`config.mk`:
```
export PLATFORM = sky130hd
export DESIGN_NAME = instruction_fetch
export DESIGN_NICKNAME = d
export VERILOG_FILES = /design/src/rtl/instruction_fetch.sv
export SDC_FILE = /design/constraint.sdc
export NUM_CORES = 1
export LEC_CHECK = 0
export CAP_MARGIN = 15
export CELL_PAD_IN_SITES_DETAIL_PLACEMENT = 1
export CELL_PAD_IN_SITES_GLOBAL_PLACEMENT = 2
export CORE_MARGIN = 3
export CORE_UTILIZATION = 20
export DETAILED_ROUTE_END_ITERATION = 8
export GPL_TIMING_DRIVEN = 0
export PLACE_DENSITY = 0.71
export SLEW_MARGIN = 25
export SYNTH_ARGS = -nofsm -noshare
export SYNTH_HDL_FRONTEND = slang
export SYNTH_SLANG_ARGS = --single-unit
```
`constraint.sdc`:
```
create_clock -name clk -period 1.6 [get_ports clk]
set_input_delay 0.16 -clock clk [delete_from_list [all_inputs] [get_ports clk]]
set_output_delay 0.16 -clock clk [all_outputs]
set_load 0.1 [all_outputs]
```
`src/rtl/instruction_fetch.sv`:
```
// instruction_fetch: fetch stage driving a 1-cycle synchronous instruction memory with a valid/ready handoff to decode
module instruction_fetch #(
  parameter int                    ADDR_BITS  = 10,
  parameter int                    DATA_BITS  = 32,
  parameter logic [ADDR_BITS-1:0]  RESET_PC   = '0,
  parameter logic [DATA_BITS-1:0]  HALT_INSTR = {DATA_BITS{1'b1}},
  parameter int                    CNT_BITS   = 16
) (
  input  logic                 clk,
  input  logic                 rst_n,
  input  logic                 fetch_en,
  output logic [ADDR_BITS-1:0] imem_addr,
  input  logic [DATA_BITS-1:0] imem_data,
  input  logic                 redirect_valid,
  input  logic [ADDR_BITS-1:0] redirect_pc,
  output logic                 if_valid,
  output logic [DATA_BITS-1:0] if_instr,
  output logic [ADDR_BITS-1:0] if_pc,
  input  logic                 id_ready,
  output logic                 halted,
  output logic [CNT_BITS-1:0]  fetch_cnt,
  output logic [CNT_BITS-1:0]  stall_cnt
);
  typedef enum logic [1:0] {BOOT, RUN, HALT} state_t;
  state_t               state_q, state_d;
  logic [ADDR_BITS-1:0] pc_q, pc_inc;
  logic                 accept, advance, stall;
  // a redirect discards whatever pair is currently on offer
  assign accept   = if_valid && id_ready && !redirect_valid;
  assign advance  = accept && fetch_en;
  assign stall    = if_valid && !id_ready && !redirect_valid;
  assign pc_inc   = pc_q + 1'b1;
  assign if_valid = state_q == RUN;
  assign halted   = state_q == HALT;
  assign if_pc    = pc_q;
  assign if_instr = imem_data;
  // memory address: redirect beats advance beats re-read of the held word
  assign imem_addr = !rst_n ? RESET_PC : redirect_valid ? redirect_pc : advance ? pc_inc : pc_q;
  // next state: any redirect resumes streaming, an accepted HALT word stops it
  always_comb begin
    state_d = redirect_valid ? RUN :
              (state_q == BOOT && fetch_en) ? RUN :
              (accept && if_instr == HALT_INSTR) ? HALT : state_q;
  end
  // state and PC register track the address handed to memory every edge
  always_ff @(posedge clk or negedge rst_n) begin
    if (!rst_n) begin
      state_q <= BOOT;
      pc_q    <= RESET_PC;
    end else begin
      state_q <= state_d;
      pc_q    <= imem_addr;
    end
  end
  // saturating performance counters, cleared only by reset
  always_ff @(posedge clk or negedge rst_n) begin
    if (!rst_n) begin
      fetch_cnt <= '0;
      stall_cnt <= '0;
    end else begin
      if (accept && !(&fetch_cnt)) fetch_cnt <= fetch_cnt + 1'b1;
      if (stall && !(&stall_cnt)) stall_cnt <= stall_cnt + 1'b1;
    end
  end
endmodule
```
---- Yosys cells after proc, flatten, opt, wreduce, memory -nomap -nowiden ----
Cells that the tools add are included.
storage, ports and cells
  output and inout bits ................... 86
  register bits ........................... 44
  bits of input ports ..................... 47
operators by class
  reduce and logical (&&, ||, !) cells .... 17
  mux-type cells .......................... 6
  eq/ne operators ......................... 3
  add/sub/neg operators ................... 3
operator list
  operator                 number
  $add A16 B1 Y16 const B  2
  $eq A32 B32 Y1 const B   1
  $reduce_and A16 Y1       2
  $mux W10                 3
  $add A10 B1 Y10 const B  1
  $logic_and A1 B1 Y1      9
  $mux W2                  3
  $logic_not A1 Y1         4
  $reduce_bool A3 Y1       1
  $eq A2 B1 Y1 const B     1
  $eq A2 B2 Y1 const B     1
  $logic_not A2 Y1         1

---- Logic depth before layout (Yosys ltp) ----
  depth in word-level cells ............... 7
  mapped depth ............................ 6

---- Worst setup path before layout ----
OpenSTA, ideal clock, no wires.
  kind .................................... register -> register
  from .................................... register pc_q[0], in the netlist if_pc[0]
  to ...................................... register pc_q[2], in the netlist if_pc[2]
  stages on the path, launching flop included .. 4
  period minus slack after synthesis ...... 3,832 ps
  setup slack ............................. -2,232 ps
  buffers on the path ..................... 0
  arrival time ............................ 3,488 ps
  cells stage by stage .................... dfrtp_1 -> ha_1 -> a311oi_1 -> nor3_1
between the ends
  word-level cells in the longest chain between the ends .. 4
ends and longest elaborated chain
  element                 RTL line  text
  start, declared         26        logic [ADDR_BITS-1:0] pc_q, pc_inc;
  start signal, assigned  52        pc_q <= imem_addr;
  $add A10 B1 Y10         32        assign pc_inc = pc_q + 1'b1;
  $mux W10 (3 in series)  38        assign imem_addr = !rst_n ? RESET_PC : redirect_valid ? redirect_pc : advance ? pc_inc : pc_q;
  via imem_addr[2]        12        output logic [ADDR_BITS-1:0] imem_addr,
The timed path passes the listed nets, and every way through them passes these cells.
A chain may end at the register's enable or synchronous reset.

---- Worst setup path after layout ----
  from .................................... register state_q[1]
  to ...................................... output imem_addr[4]
between the ends
  word-level cells in the longest chain between the ends .. 7
ends and longest elaborated chain
  element                            RTL line  text
  start, declared                    25        state_t state_q, state_d;
  start signal, assigned             51        state_q <= state_d;
  $eq A2 B1 Y1                       33        assign if_valid = state_q == RUN;
  $logic_and A1 B1 Y1 (2 in series)  29        assign accept = if_valid && id_ready && !redirect_valid;
  $logic_and A1 B1 Y1                30        assign advance = accept && fetch_en;
  $mux W10 (3 in series)             38
  end, declared                      12
No other way between the ends.

==> impl_metrics.ini <==
[worst_setup_path]
critPathLaunchType = flip-flop
worstPathMaxFanout = 7
critPathKind = reg2out
end_kind = output pin
crit_required_ps = 1440
crit_buf_inv = 3
rr_startpoint = state_q[1]
crit_arrival_ps = 1860
crit_cells = 7
critical_path.max_stage_delay_ps = 380
critPathTopFamily = buffers and inverters
startpoint = state_q[1]
crit_path_top_delay_cell = dfrtp_1
r2r-end = stall_cnt[1]
worstPathCellList = nand4bb_4 -> buf_12 -> buf_12 -> nor3_4 -> xnor2_2 -> a21oi_4 -> buf_12
crit_path_frequent_cell = buf_12
ff2ff_setup_slack_ps = -320
endpoint = imem_addr[4]
rr_worst_depth = 6

[yosys]
synth.avg_cell_area_sq_um = 9.89
synthArstFlopShare = 1.00
synth-seq-cells = 44
syn-instance-count = 262
synthDistinctLibCells = 44
synth_warnings = 0
ys_seq_area_frac = 0.425
syn-cell-area_sq_um = 2590
mappedNetlistNets = 312
ys.flop_type = dfrtp_1
synth_edf_count = 0

[place]
place_area_sq_um = 4640
gp_congestion = 0.747
placed_cells = 563
portBuffers = 132
place_hpwl_mm = 7.47

[power_and_ir_drop]
seqPwrFrac = 0.283
p_int_w = 0.00297
power_density_nw_per_um2 = 1030
switching_power_w = 0.00292
p_comb_frac = 0.512
sw_frac_of_total = 0.496
p_leak_nw = 2.20
ir_drop_mv = 0.424
p_clk_frac = 0.205

[floorplan]
core_sq_um = 12400
pin_count = 133
rows = 40
dieWidth_um = 120
start_util = 0.210
die_height_um = 120
die-area_sq_um = 14400

[cts]
clk_path_buf_depth = 2
path_clk_slew_ps = 60
root_buffer = clkbuf_16
clk_latency_ps = 290
cts_buffers = 5
cts_tree = done
htreeDepth = 2
clock-sinks = 44

[sta]
fin_skew_ps = 8.69
rsz0062_at_grt = true
slew_viol_final = 0
setup_slack_ps = -421
max_freq_mhz = 495
hold_violations = 0
finalSetupViolations = 28
worst_pin_slew_ps = 582
period_minus_slack_ps = 2020
fin_tns_setup_ps = -7140
relSlewSlack = 0.614
finalCritPeriodShare = 1.26

[routing]
wl_mm = 10.5
drtPass1Iterations = 4
wl_per_cell_um = 17.0
vias = 2805
ant_nets = 0
drt_iter0_markers = 64
via_per_inst = 4.51
drc_errors = 0

[cells_and_area]
finish.utilization = 0.463
final_cells = 622
multiInputGateArea_sq_um = 1830
regArea_sq_um = 1240
syn_to_final_growth_pct = 121
drive_above_1_share = 0.656
stdcell_area_sq_um = 5730
nFillCells = 1314
layout.nets = 502

[outcome]
outcome = finished, violations left
violations = setup timing

[global_routing]
antenna_found_initial = 1
grt_overflow_total = 0
grt_pass1_vias = 3033
grt.total_usage = 0.144
grt_max_degree = 38
grt_pass1_wl_mm = 16.5

[run]
drv_cap = 0

[min_path]
hp-class = in2async
## how the worst min path moves through the flow
stage and end:
5_1_grt fetch_cnt[12], 2_1_floorplan if_pc[7], 4_1_cts fetch_cnt[3], 3_5_place_dp fetch_cnt[12], 3_3_place_gp fetch_cnt[14], 6_report fetch_cnt[12]
## Yosys cell counts (all sizes together), types with 3 or more instances
cell type	instances	share of area
nand4b	3	0.010
o21ai	11	0.021
buf	35	0.10
inv	4	0.0058
nor2	10	0.021
nor4	11	0.035
and3	3	0.0072
a31oi	3	0.0072
xnor2	19	0.064
and4	6	0.020
a21oi	11	0.021
ha	3	0.014
xor2	11	0.037
mux2	5	0.022
dfrtp	44	0.42
nor3	10	0.019
nand4	19	0.048
nand3	19	0.037
nand2	14	0.020
## through the flow
| step | hold WS [ps] | worst slack [ps] | total power, W |
|---|---|---|---|
| 6_report | 347 | -421 | 0.00589 |
| 3_5_place_dp | 0.312 | -1780 | 0.00451 |
| 5_1_grt | 377 | -502 | 0.00612 |
| 3_3_place_gp | 512 | -3090 | 0.00445 |
| 4_1_cts | 348 | -459 | 0.00593 |
| 2_1_floorplan | -136 | -512 | 0.00371 |
## routing by layer
metal	global-route usage	share of wire
met5	0	0.0012
met3	0.0669	0.10
met2	0.245	0.50
met4	0.0301	0.0088
met1	0.166	0.39
## worst reg2reg max path, cell delays in order, from the launching register on
cell and delay (ps):
dfrtp_1 380, buf_4 140, buf_6 110, or4b_4 580
buf_6 180, nor2_4 120, mux2_4 300
## state kept, by name, summed over array words and instances, names as in the netlist
signal	count
stall_cnt	16
if_pc	10
fetch_cnt	16
state_q	2
## layout by cell type, fill, tap and decap left out, types with 11 or more instances in the layout
master	instances
buf_12	14
nand4_1	18
clkdlybuf4s15_2	72
clkdlybuf4s50_1	42
buf_6	11
xnor2_1	13
o21ai_0	11
buf_4	72
nand2_1	12
dfrtp_4	34
## power by group through the flow
stage	registers, W	clock network (W)	logic [W]
after floorplan	0.00279	0	0.000926
after CTS	0.00167	0.00126	0.00300
after detailed placement	0.00170	0	0.00280
final	0.00167	0.00121	0.00301
after global placement	0.00169	0	0.00276
after global routing	0.00171	0.00129	0.00312
## layout make-up
| cell class | count | area share |
|---|---|---|
| Buffer | 35 | 0.0503 |
| Timing Repair Buffer | 184 | 0.345 |
| Tap cell | 168 | 0.0367 |
| Sequential cell | 44 | 0.216 |
| Antenna cell | 1 | 0.000437 |
| Inverter | 5 | 0.00350 |
| Multi-Input combinational cell | 177 | 0.319 |
| Clock inverter | 3 | 0.00743 |
| Clock buffer | 5 | 0.0218 |
## logic make-up (layout without fill, tap and decap cells)
logic type | after synthesis | after routing | share of synthesized area
flip-flops | 44 | 44 | 0.425
multiplexers | 7 | 7 | 0.0294
adder cells (fa/ha/maj) | 3 | 3 | 0.0145
XOR/XNOR | 30 | 30 | 0.101
AND/OR/NAND/NOR | 108 | 108 | 0.259
buffers and inverters | 41 | 232 | 0.110
AO/OA/AOI/OAI | 29 | 29 | 0.0618
other | 0 | 1 | 0
## repair_timing
item                                    4_1_cts  5_1_grt
hold buffers                                  3        0
endpoints found under the hold margin        44        0
setup buffers                                25       23
resized for setup                           376       21
pin swaps                                    35       30
endpoints found under the setup margin      129       44
(Power assumes the default switching activity.)
